File: src/rtl/map_scroller_pkg.sv
// Shared types and constants for the overworld map scroller.
//   dir_t          : movement / facing direction (encoding matches the facing output)
//   scroll_state_t : main scroller FSM states
//   KEY_*          : keycodes that request a tile move
package map_scroller_pkg;

    typedef enum logic [1:0] {
        DirUp    = 2'd0,
        DirDown  = 2'd1,
        DirLeft  = 2'd2,
        DirRight = 2'd3
    } dir_t;

    typedef enum logic [1:0] {
        StIdle,
        StProbe,
        StMove,
        StLock
    } scroll_state_t;

    localparam logic [7:0] KEY_UP    = 8'h1A;
    localparam logic [7:0] KEY_DOWN  = 8'h16;
    localparam logic [7:0] KEY_LEFT  = 8'h04;
    localparam logic [7:0] KEY_RIGHT = 8'h07;

endpackage

File: src/rtl/map_scroller_if.sv
// Collision/palette lookup handshake between the scroller (master) and the lookup (slave).
//   coll_req     : query valid, held until coll_ack
//   coll_x/y     : probe coordinate, stable while coll_req is high
//   coll_ack     : single-cycle answer strobe
//   coll_blocked : qualified by coll_ack; 1 = target tile is impassable
interface map_scroller_if #(
    parameter int unsigned COORD_W = 10
);
    logic               coll_req;
    logic [COORD_W-1:0] coll_x;
    logic [COORD_W-1:0] coll_y;
    logic               coll_ack;
    logic               coll_blocked;

    modport master (
        output coll_req,
        output coll_x,
        output coll_y,
        input  coll_ack,
        input  coll_blocked
    );

    modport slave (
        input  coll_req,
        input  coll_x,
        input  coll_y,
        output coll_ack,
        output coll_blocked
    );
endinterface

File: src/rtl/map_scroller_dir_decode.sv
// Combinational WASD keycode decoder.
//   keycode_i : raw keycode
//   valid_o   : keycode is one of the four movement keys
//   dir_o     : decoded direction (DirDown when not valid)
module map_dir_decode
    import map_scroller_pkg::*;
(
    input  logic [7:0] keycode_i,
    output logic       valid_o,
    output dir_t       dir_o
);
    always_comb begin
        valid_o = 1'b1;
        dir_o   = DirDown;
        case (keycode_i)
            KEY_UP:    dir_o = DirUp;
            KEY_DOWN:  dir_o = DirDown;
            KEY_LEFT:  dir_o = DirLeft;
            KEY_RIGHT: dir_o = DirRight;
            default:   valid_o = 1'b0;
        endcase
    end
endmodule

File: src/rtl/map_scroller.sv
// Tile-stepped viewport scroller. A movement key turns the camera and, if a whole tile fits
// inside the map, probes the collision lookup; an unblocked answer scrolls one tile at STEP px
// per clock. Battles freeze motion until the battle ends and the key is released.
//   frame_clk, Reset_n : clock, synchronous active-low reset
//   keycode, battle_bit: player input and battle status
//   coll               : collision lookup handshake (master side)
//   FrameX/FrameY      : viewport top-left corner
//   facing, moving     : camera direction, high while scrolling
//   step_done          : pulse when a tile move lands
//   tile_steps         : saturating count of completed tile moves
module map_scroller
    import map_scroller_pkg::*;
#(
    parameter int unsigned COORD_W     = 10,
    parameter int unsigned MAP_W       = 380,
    parameter int unsigned MAP_H       = 406,
    parameter int unsigned VIEW_W      = 240,
    parameter int unsigned VIEW_H      = 160,
    parameter int unsigned TILE        = 16,
    parameter int unsigned STEP        = 1,
    parameter int unsigned START_X     = 0,
    parameter int unsigned START_Y     = 0,
    parameter int unsigned ACK_TIMEOUT = 15
) (
    input  logic               frame_clk,
    input  logic               Reset_n,
    input  logic [7:0]         keycode,
    input  logic [1:0]         battle_bit,
    map_scroller_if.master     coll,
    output logic [COORD_W-1:0] FrameX,
    output logic [COORD_W-1:0] FrameY,
    output logic [1:0]         facing,
    output logic               moving,
    output logic               step_done,
    output logic [15:0]        tile_steps
);
    if (TILE % STEP != 0) begin : g_bad_step
        $error("TILE must be a multiple of STEP");
    end
    if (START_X % TILE != 0 || START_Y % TILE != 0) begin : g_bad_start
        $error("START_X/START_Y must be multiples of TILE");
    end

    localparam int unsigned CW1  = COORD_W + 1;
    localparam int unsigned REM_W = $clog2(TILE + 1);
    localparam int unsigned TO_W  = $clog2(ACK_TIMEOUT + 1);

    localparam logic [CW1-1:0]     X_MAX   = CW1'(MAP_W - VIEW_W);
    localparam logic [CW1-1:0]     Y_MAX   = CW1'(MAP_H - VIEW_H);
    localparam logic [CW1-1:0]     TILE_W  = CW1'(TILE);
    localparam logic [COORD_W-1:0] TILE_C  = COORD_W'(TILE);
    localparam logic [COORD_W-1:0] STEP_C  = COORD_W'(STEP);
    localparam logic [COORD_W-1:0] HALF_W  = COORD_W'(VIEW_W / 2);
    localparam logic [COORD_W-1:0] HALF_H  = COORD_W'(VIEW_H / 2);
    localparam logic [TO_W-1:0]    TO_LAST = TO_W'(ACK_TIMEOUT - 1);

    scroll_state_t      state_q, state_d;
    dir_t               facing_q, facing_d;
    logic [COORD_W-1:0] fx_q, fx_d, fy_q, fy_d;
    logic [REM_W-1:0]   rem_q, rem_d;
    logic [TO_W-1:0]    to_q, to_d;
    logic               step_done_q, step_done_d;
    logic [15:0]        steps_q, steps_d;

    logic key_valid;
    dir_t key_dir;
    logic fits;

    map_dir_decode u_dir_decode (
        .keycode_i (keycode),
        .valid_o   (key_valid),
        .dir_o     (key_dir)
    );

    // Widened compares so Frame+TILE can never wrap before the limit check.
    always_comb begin
        unique case (key_dir)
            DirUp:    fits = {1'b0, fy_q} >= TILE_W;
            DirDown:  fits = ({1'b0, fy_q} + TILE_W) <= Y_MAX;
            DirLeft:  fits = {1'b0, fx_q} >= TILE_W;
            DirRight: fits = ({1'b0, fx_q} + TILE_W) <= X_MAX;
        endcase
    end

    always_comb begin
        state_d     = state_q;
        facing_d    = facing_q;
        fx_d        = fx_q;
        fy_d        = fy_q;
        rem_d       = rem_q;
        to_d        = to_q;
        step_done_d = 1'b0;
        steps_d     = steps_q;
        unique case (state_q)
            StIdle: begin
                if (battle_bit != 2'b00) begin
                    state_d = StLock;
                end else if (key_valid) begin
                    facing_d = key_dir;
                    if (fits) begin
                        state_d = StProbe;
                        to_d    = '0;
                    end
                end
            end
            StProbe: begin
                if (coll.coll_ack) begin
                    state_d = coll.coll_blocked ? StIdle : StMove;
                    rem_d   = REM_W'(TILE);
                end else if (to_q == TO_LAST) begin
                    state_d = StIdle;
                end else begin
                    to_d = to_q + 1'b1;
                end
            end
            StMove: begin
                unique case (facing_q)
                    DirUp:    fy_d = fy_q - STEP_C;
                    DirDown:  fy_d = fy_q + STEP_C;
                    DirLeft:  fx_d = fx_q - STEP_C;
                    DirRight: fx_d = fx_q + STEP_C;
                endcase
                rem_d = rem_q - REM_W'(STEP);
                if (rem_q == REM_W'(STEP)) begin
                    step_done_d = 1'b1;
                    state_d     = StIdle;
                    if (steps_q != 16'hFFFF) begin
                        steps_d = steps_q + 16'd1;
                    end
                end
            end
            StLock: begin
                // A held key must be released before movement resumes.
                if (battle_bit == 2'b00 && keycode == 8'h00) begin
                    state_d = StIdle;
                end
            end
        endcase
    end

    always_ff @(posedge frame_clk) begin
        if (!Reset_n) begin
            state_q     <= StIdle;
            facing_q    <= DirDown;
            fx_q        <= COORD_W'(START_X);
            fy_q        <= COORD_W'(START_Y);
            rem_q       <= '0;
            to_q        <= '0;
            step_done_q <= 1'b0;
            steps_q     <= '0;
        end else begin
            state_q     <= state_d;
            facing_q    <= facing_d;
            fx_q        <= fx_d;
            fy_q        <= fy_d;
            rem_q       <= rem_d;
            to_q        <= to_d;
            step_done_q <= step_done_d;
            steps_q     <= steps_d;
        end
    end

    // Probe the centre of the viewport shifted one tile in the facing direction.
    always_comb begin
        coll.coll_x = fx_q + HALF_W;
        coll.coll_y = fy_q + HALF_H;
        unique case (facing_q)
            DirUp:    coll.coll_y = fy_q + HALF_H - TILE_C;
            DirDown:  coll.coll_y = fy_q + HALF_H + TILE_C;
            DirLeft:  coll.coll_x = fx_q + HALF_W - TILE_C;
            DirRight: coll.coll_x = fx_q + HALF_W + TILE_C;
        endcase
    end

    assign coll.coll_req = (state_q == StProbe);
    assign FrameX        = fx_q;
    assign FrameY        = fy_q;
    assign facing        = facing_q;
    assign moving        = (state_q == StMove);
    assign step_done     = step_done_q;
    assign tile_steps    = steps_q;
endmodule
File: src/flat_wrapper.sv
// flat-port wrapper written by rule: the top's interface ports become plain ports
module map_scroller_flat import map_scroller_pkg::*;
#(
    parameter int unsigned COORD_W     = 10,
    parameter int unsigned MAP_W       = 380,
    parameter int unsigned MAP_H       = 406,
    parameter int unsigned VIEW_W      = 240,
    parameter int unsigned VIEW_H      = 160,
    parameter int unsigned TILE        = 16,
    parameter int unsigned STEP        = 1,
    parameter int unsigned START_X     = 0,
    parameter int unsigned START_Y     = 0,
    parameter int unsigned ACK_TIMEOUT = 15
)
  (frame_clk, Reset_n, keycode, battle_bit, FrameX, FrameY, facing, moving, step_done, tile_steps, coll_coll_req, coll_coll_x, coll_coll_y, coll_coll_ack, coll_coll_blocked);
  map_scroller_if #(.COORD_W(COORD_W)) coll_i ();
  input  logic frame_clk;
  input  logic Reset_n;
  input  logic [7:0] keycode;
  input  logic [1:0] battle_bit;
  output logic [COORD_W-1:0] FrameX;
  output logic [COORD_W-1:0] FrameY;
  output logic [1:0] facing;
  output logic moving;
  output logic step_done;
  output logic [15:0] tile_steps;
  output wire logic [$bits(coll_i.coll_req)-1:0] coll_coll_req;
  output wire logic [$bits(coll_i.coll_x)-1:0] coll_coll_x;
  output wire logic [$bits(coll_i.coll_y)-1:0] coll_coll_y;
  input wire logic [$bits(coll_i.coll_ack)-1:0] coll_coll_ack;
  input wire logic [$bits(coll_i.coll_blocked)-1:0] coll_coll_blocked;
  assign coll_coll_req = coll_i.coll_req;
  assign coll_coll_x = coll_i.coll_x;
  assign coll_coll_y = coll_i.coll_y;
  assign coll_i.coll_ack = coll_coll_ack;
  assign coll_i.coll_blocked = coll_coll_blocked;
  map_scroller #(.COORD_W(COORD_W), .MAP_W(MAP_W), .MAP_H(MAP_H), .VIEW_W(VIEW_W), .VIEW_H(VIEW_H), .TILE(TILE), .STEP(STEP), .START_X(START_X), .START_Y(START_Y), .ACK_TIMEOUT(ACK_TIMEOUT)) u_core (.frame_clk(frame_clk), .Reset_n(Reset_n), .keycode(keycode), .battle_bit(battle_bit), .coll(coll_i), .FrameX(FrameX), .FrameY(FrameY), .facing(facing), .moving(moving), .step_done(step_done), .tile_steps(tile_steps));
endmodule
File: config.mk
export PLATFORM = sky130hd
export DESIGN_NAME = map_scroller_flat
export DESIGN_NICKNAME = d
export VERILOG_FILES = /design/src/rtl/map_scroller_pkg.sv /design/src/rtl/map_scroller_if.sv /design/src/rtl/map_scroller_dir_decode.sv /design/src/rtl/map_scroller.sv /design/src/flat_wrapper.sv
export SDC_FILE = /design/constraint.sdc
export NUM_CORES = 1
export LEC_CHECK = 0
export CORE_ASPECT_RATIO = 1.75
export CORE_MARGIN = 1.5
export CORE_UTILIZATION = 48
export CTS_CLUSTER_DIAMETER = 120
export DETAILED_ROUTE_END_ITERATION = 10
export PLACE_DENSITY = 0.77
export SKIP_CTS_REPAIR_TIMING = 1
export SLEW_MARGIN = 40
export SYNTH_ARGS = -nofsm -noshare
export SYNTH_HDL_FRONTEND = slang
export SYNTH_HIERARCHICAL = 1
export SYNTH_SLANG_ARGS = --single-unit
File: constraint.sdc
create_clock -name frame_clk -period 3.21 [get_ports frame_clk]
set_input_delay 0.4815 -clock frame_clk [delete_from_list [all_inputs] [get_ports frame_clk]]
set_output_delay 0.4815 -clock frame_clk [all_outputs]
set_load 0.01 [all_outputs]
==> results of run 1 <==
report_power, final:
part	internal [uW]	switching, uW
combinational	96.4	112
sequential	643	33.7
clock	369	231
registers in the layout (all words and copies together), names as in the netlist:
name               flops
u_core/FrameX         10
u_core/FrameY         10
u_core/facing          2
u_core/rem_q           5
u_core/state_q         2
u_core/step_done       1
u_core/tile_steps     16
u_core/to_q            4
per-stage QoR:
| step | setup TNS [ns] | instance area, um2 | cells | power [uW] | util [%] |
|---|---|---|---|---|---|
| after floorplan | 0 | 4110 | 521 | 824 | - |
| after global placement | -0.0595 | 5060 | 713 | 888 | 60.9 |
| after detailed placement | -0.215 | 5060 | 713 | 897 | 60.9 |
| after CTS | -1.29 | 5220 | 721 | 1500 | 62.8 |
| after global routing | -0.102 | 5260 | 721 | 1550 | 63.3 |
| final | 0 | 5260 | 721 | 1490 | 63.3 |
synthesized netlist by cell type, types with 2 or more instances:
| cell type | count |
|---|---|
| nand2_1 | 60 |
| dfxtp_1 | 50 |
| nor2_1 | 48 |
| ha_1 | 39 |
| a21oi_1 | 31 |
| nand3_1 | 28 |
| xor2_1 | 27 |
| xnor2_1 | 23 |
| o21ai_0 | 21 |
| inv_1 | 17 |
| nor4_1 | 13 |
| clkbuf_1 | 12 |
| nor3_1 | 12 |
| nand4_1 | 9 |
| or3_1 | 9 |
| a211oi_1 | 7 |
| buf_4 | 7 |
| a21o_1 | 6 |
| o211ai_1 | 6 |
| o21a_1 | 6 |
| a21boi_0 | 5 |
| and3_1 | 5 |
| nor2b_1 | 5 |
| a31oi_1 | 4 |
| buf_1 | 4 |
| o41ai_1 | 4 |
| a41o_1 | 3 |
| a41oi_1 | 3 |
| and2_1 | 3 |
| buf_2 | 3 |
| clkbuf_8 | 3 |
| fa_1 | 3 |
| nand2b_1 | 3 |
| nand3b_1 | 3 |
| and3b_1 | 2 |
| and4_2 | 2 |
| mux2_2 | 2 |
| nand4b_1 | 2 |
| nor4b_1 | 2 |
| o21bai_1 | 2 |
| o22ai_1 | 2 |
| o311ai_0 | 2 |
| o31ai_1 | 2 |
| or3b_1 | 2 |
cells by family (layout without fill, tap and decap cells):
kind of cell,Yosys count,in the layout
xor+xnor,50,50
buf+inv,47,132
compound gates,111,111
simple gates,218,218
fa+ha+maj,42,42
flops,50,50
mux,3,3
worst paths after layout:
| kind | from | cells after the start | endpoint |
|---|---|---|---|
| min reg2reg | u_core/rem_q[0] | 2 | u_core/rem_q[0] |
| max | u_core/FrameX[4] | 11 | coll_coll_x[9] |
| min | u_core/rem_q[0] | 2 | u_core/rem_q[0] |
| max reg2reg | u_core/facing[0] | 11 | u_core/FrameY[8] |
per-layer routing:
metal	track usage, %	up-vias	part of all wire, %
li1	-	2040	-
met1	24.9	1890	39
met2	43.7	123	54
met3	3.71	25	4.6
met4	10.1	0	2.4
met5	0	-	0
layout make-up:
class / instances / area share [%]
multi-input combinational: 424 / 54.9
sequential: 50 / 19.1
timing repair buffer: 106 / 18.9
tap: 115 / 2.73
clock buffer: 7 / 2.52
inverter: 18 / 1.28
clock inverter: 1 / 0.570
critical path, cell delays in order (launching register included):
cell and delay (ns):
dfxtp_1 0.34, inv_1 0.09, ha_1 0.24, a21boi_4 0.19, xnor2_2 0.14, ha_1 0.27
o21ai_1 0.11, a21boi_1 0.12, or4_1 0.48, nand3_1 0.11, xnor2_1 0.11, dlymetal6s2s_1 0.17
==> results.txt, run 1 <==
For this configuration, the core starts out at a cell density of 49.3%. Of the synthesized area, sequential elements account for 24.4%. Setup slack on the worst reg-to-reg path comes out at 0.63 ns. The number of input and output port buffers inserted came out at 74. Of the total synthesized cell area, the portion taken by AND, OR, NAND and NOR gates is 27.2%. Placeable core area: 8310 um2.

Setup violations remaining at the end of the flow were counted as 0. On the final layout, the worst hold slack is 0.505 ns. Summing the areas of all xor and xnor instances in the mapped netlist gives 10.7% of the synthesized area. The worst clock skew on the final layout is 0.00464 ns, and the fraction of final layout cells sized beyond drive strength 1 is 10.1%. Entering global routing, the biggest net connects 28 pins. For this block, the routed nets add up to 10.3 mm of wire.

The run finished with clean final reports. Synthesis-to-finish area growth: 28.3%. In the post-synthesis netlist, the biggest area contributors are dfxtp_1, ha_1, xor2_1. Via count of the first global-routing pass: 3,991. Clock-pin slew was measured on the worst setup and hold paths at 0.07 ns.

After synthesis, the largest area contributor takes up 24.4% of total cell area. Summing all flip-flop and latch instances after layout gives 1000 um2. Fill cells in the final layout number 743.

The boundary pin count was 75; the antenna cell count was 0. Summing the areas of all fa, ha and maj instances in the mapped netlist gives 13.4% of the synthesized area. The worst hold path belongs to the class flip-flop to flip-flop. The maximum resistive drop on vdd was 0.328 mV. Of the available clock period, the critical path in the final layout requires 98.1%. The placed wire-length estimate after detailed placement was 7.84 mm; the final critical-path required period was 3.15 ns.

For the sum of overflow across all layers after global routing, the log shows 0. For this run, asynchronously set or reset flops after synthesis account for 0%. The floorplan row count was 44. For the pin with the worst max-slew slack, the measured transition is 0.742 ns. STA puts the critical path data arrival time at 2.67 ns.

The synthesized netlist net count was 577. The maximum frequency from static timing analysis is 317 MHz, and the worst relative slew slack is 50.3%. TritonCTS created 5 clock buffers. Across the run, the number of max-cap violations was 0. Leaving out fill and tap cells, the most frequent cell in the layout is clkdlybuf4s50_1. Across all setup checks in the final design, the least slack found is 0.0604 ns.

The largest total area in the synthesized netlist belongs to dfxtp_1. For the total number of H-tree levels, the log shows 2. Counting flops and latches in the post-synthesis netlist gives 50. The tools report the number of warnings printed during yosys synthesis as 6.

For the iteration-0 DRC count of the detailed router, the log shows 279. By startpoint and endpoint, the worst setup path is classified as flip-flop to output port. The tools report the initial antenna violation count as 0.

The logs give 661 for the net count reported at finish and 0 for the antenna violation net count after detailed routing. The vertical die dimension was 125 um. Post-synthesis mux area share: 0.793%. In this run the worst path has a maximum fanout of 4. Timing analysis after detailed placement gives a worst setup slack of -0.214 ns. By area, the combinational part of the netlist is dominated by simple AND/OR/NAND/NOR gates. The number of sinks driven by the clock tree came out at 50. TritonCTS built the clock tree. The critical path launch point type was a flip-flop. The synthesized netlist devotes 17.8% of its cell area to compound gates.

The first TritonRoute pass finished after 5 iterations. The logs give 2 for the maximum count of clock buffers along a single path and 0 for the number of endpoints with negative hold slack in the final report. The run gives 0 as the number of pins exceeding their max-slew limit in the final report. In the global route stage, overall resource usage came out at 23.4%. The die covers 9130 um2.

Setup repair after global routing could not meet its margin everywhere. The netlist uses 63 different library cells. The average cell area after synthesis was 7.87 um2.

The library cells used most frequently in the layout, excluding fill and tap cells, are clkdlybuf4s50_1, nand2_1, nor2_1. Synthesis produced 521 cells. The mapped netlist covers 4100 um2. Data on the critical path is required at its endpoint by 2.73 ns. In the synthesized netlist the dominant register cell turns out to be dfxtp_1. Counting flops with a built-in enable in the synthesized netlist gives 0. Clock latency on the worst-skew pair: 0.29 ns. STA classifies the critical path endpoint as an output port.

For this block, the via count after detailed routing is 4,078. Summed over all cells, the static leakage comes to 0.00215 uW. The die width came out at 72.9 um.

For the first-pass GRT wire length, the log shows 17.4 mm. The via density per instance was 5.66. Clock tree synthesis selected as its root buffer the cell clkbuf_16. The multi-input combinational cells in the finished layout cover a total of 2890 um2. After detailed routing, the number of remaining DRC violations is 0.

In this run the power density over the cells is 282 nW/um2. The detail-routed net length per standard cell is 14.3 um, and the weighted congestion reported at the end of routability-driven placement is 0.810.
No activity file was read; power rests on OpenSTA's default activity.
==> run 2, diff against run 1 <==
PLACE_DENSITY = not set   (was 0.77)
PLACE_DENSITY_LB_ADDON = 0.12   (was not set)
==> results.txt, run 2 (synthesized netlist as in run 1, its figures left out) <==
The flow ran to the end, and the final reports show no timing, DRC or antenna violations. The logs give 9130 um2 for the total die area and 2 for the maximum count of clock buffers along a single path. The family with the most delay on the worst path is simple AND/OR/NAND/NOR gates. The clock drives 50 sinks. In this run the remaining antenna-violating nets after routing total 0. The run gives 0 as the initial antenna violation count. The run gives 25.3% as the met1 layer usage reported by global route. The number of endpoints with negative hold slack in the final report was 0; the number of buffers added by the clock tree synthesis step was 5. The max-capacitance violation count is 0. The run gives 3,805 as the via count of the first global-routing pass. The run gives 0.29 ns as the clock latency on the worst-skew pair.

The die is 125 um tall. Clock-pin slew was measured on the worst setup and hold paths at 0.06 ns. Summed over all nets, the half-perimeter wirelength after detailed placement is 8.03 mm.

The tools report the total iterations of the first detailed-routing run as 4. The peak per-stage delay on the critical path is 0.46 ns, and the fraction of final layout cells sized beyond drive strength 1 is 11.0%. After layout, the worst path uses 96.7% of the clock period. The buffering stage count on the worst path with inverters included was 3; the starting utilization of the core area was 49.3%. The critical path runs through a total of 12 cells.

The tools report the number of pins exceeding their max-slew limit in the final report as 0. met2 is the most crowded layer. Of all nets on the critical path, the largest fanout is 4.

For the via count of the routed design, the log shows 4,010. The tools report the source of the critical timing path as u_core/FrameX[4]. The critical path in this run is classified as flip-flop to output port.

Walking the worst path, the cells encountered are inv_2, ha_1, a21boi_1, buf_4, xnor2_2, ha_1, o21ai_2, a21boi_1, or4_1, nand3_1, xnor2_1, clkbuf_2. The first global-routing pass estimated 17.2 mm of wire. The class of the tightest hold or removal check is flip-flop to flip-flop. The initialized floorplan defines 44 standard-cell rows. The slowest stage of the critical path is the or4_1 cell. For the met3 demand-to-capacity share in global routing, the log shows 2.66%. The H-tree was split into 2 levels. In the layout the commonest cells are clkdlybuf4s50_1, nand2_1, nor2_1. The number of input and output port buffers inserted came out at 74. For met2 alone, demand over resource in global routing was 44.4%. The length in cells of the worst reg-to-reg path was 11; the worst relative slew slack was 51.6%. In the final routed layout, each cell accounts on average for 14.1 um. For the post-route worst setup slack, the log shows 0.105 ns. The logs give 0.356 mV for the maximum resistive drop on vdd and 0.65 ns for the flop-to-flop setup slack. For this design the top-level I/O count stands at 75. The library cell used most frequently in the layout, excluding fill and tap cells, is clkdlybuf4s50_1. The total cell area at the placement stage was 5100 um2; the wire length reported by the detailed router was 10.3 mm. The endpoint of the worst-slack reg-to-reg timing path was u_core/FrameY[8]. The clock period could shrink to 3.11 ns. In this run the power density over the cells is 270 nW/um2. Including well taps, the total number of placed cells is 718. The actual transition at the worst max-transition pin is 0.725 ns. Cell at the root of the clock tree: clkbuf_16. The via density per instance was 5.52; the maximum number of pins on one net before global-route repair was 28.

STA classifies the critical path startpoint as a flip-flop. For the worst setup path, the data arrival time is 2.62 ns. The region available for standard cell placement spans 8310 um2. The synthesis-to-finish area growth was 28.6%. For this run, design rule violations remaining after detail routing come to 0. The tools report the worst setup timing slack at the placement stage as -0.158 ns. Summed over all cells, the static leakage comes to 0.00216 uW. Routability-driven placement finished with a final weighted congestion of 0.858.

The filler-free cell count of the finished design came out at 726. The tools report the capture point of the worst path as coll_coll_x[9]. The area of all placed cells without fillers is 5270 um2. Global routing finished with a remaining overflow of 0.

Setup repair after global routing could not meet its margin everywhere. The net count reported at finish was 666. The register with the most flip-flops in the layout has 16 of them.

For the worst setup path, the data required time is 2.73 ns. For the final-report setup violation count, the log shows 0. TritonCTS built the clock tree. The maximum frequency from static timing analysis was 322 MHz.

The worst clock skew on the final layout is 0.00499 ns. The logs give 23.0% for the all-layer global routing usage and 0 for the antenna cell count. STA classifies the critical path endpoint as an output port.

The worst register-to-register path begins at u_core/facing[0]. The first routing iteration left 159 violations. The die is 72.9 um wide.
==> run 2: worst min-delay path by stage <==
stage                          startpoint               to  cells after the start
final                     u_core/rem_q[0]  u_core/rem_q[0]                      2
after global routing      u_core/rem_q[0]  u_core/rem_q[0]                      2
after CTS                 u_core/rem_q[0]  u_core/rem_q[0]                      2
after detailed placement  u_core/rem_q[0]  u_core/rem_q[0]                      2
after global placement    u_core/rem_q[0]  u_core/rem_q[0]                      2
after floorplan           u_core/rem_q[0]  u_core/rem_q[0]                      2
==> run 2: metal layers <==
| metal | up-vias | wire length, um |
|---|---|---|
| li1 | 2052 | - |
| met1 | 1875 | 4090 |
| met2 | 75 | 5750 |
| met3 | 8 | 300 |
| met4 | 0 | 122 |
| met5 | - | 0 |
==> run 2: tightest hold or removal path, stage by stage (launching register included) <==
cell,delay [ns]
dfxtp_1,0.33
nand2_1,0.06
a21oi_1,0.05
==> run 2: per-stage QoR <==
| step | setup TNS (ns) | total power, uW | hold WS [ns] | util (%) |
|---|---|---|---|---|
| 6_report | 0 | 1420 | 0.490 | 63.4 |
| 5_1_grt | -0.0724 | 1480 | 0.520 | 63.4 |
| 4_1_cts | -1.18 | 1440 | 0.493 | 63.1 |
| 3_5_place_dp | -0.164 | 897 | 0.485 | 61.3 |
| 3_3_place_gp | -0.0812 | 890 | 0.474 | 61.3 |
| 2_1_floorplan | 0 | 824 | 0.455 | - |
==> run 2: layout make-up <==
cell class,instances,area [um2]
fillers,772,3040
clock buffers,7,143
multi-input cells,424,2880
inverters,18,67.6
well taps,115,144
repair buffers,111,1030
flip-flops and latches,50,1000
clock inverters,1,5.00
==> run 2: power breakdown <==
group	total, uW	internal (uW)	switching (uW)	leakage [uW]
Clock	542	310	232	0.0000739
Combinational	205	96.3	109	0.00168
Sequential	677	643	34.0	0.000405
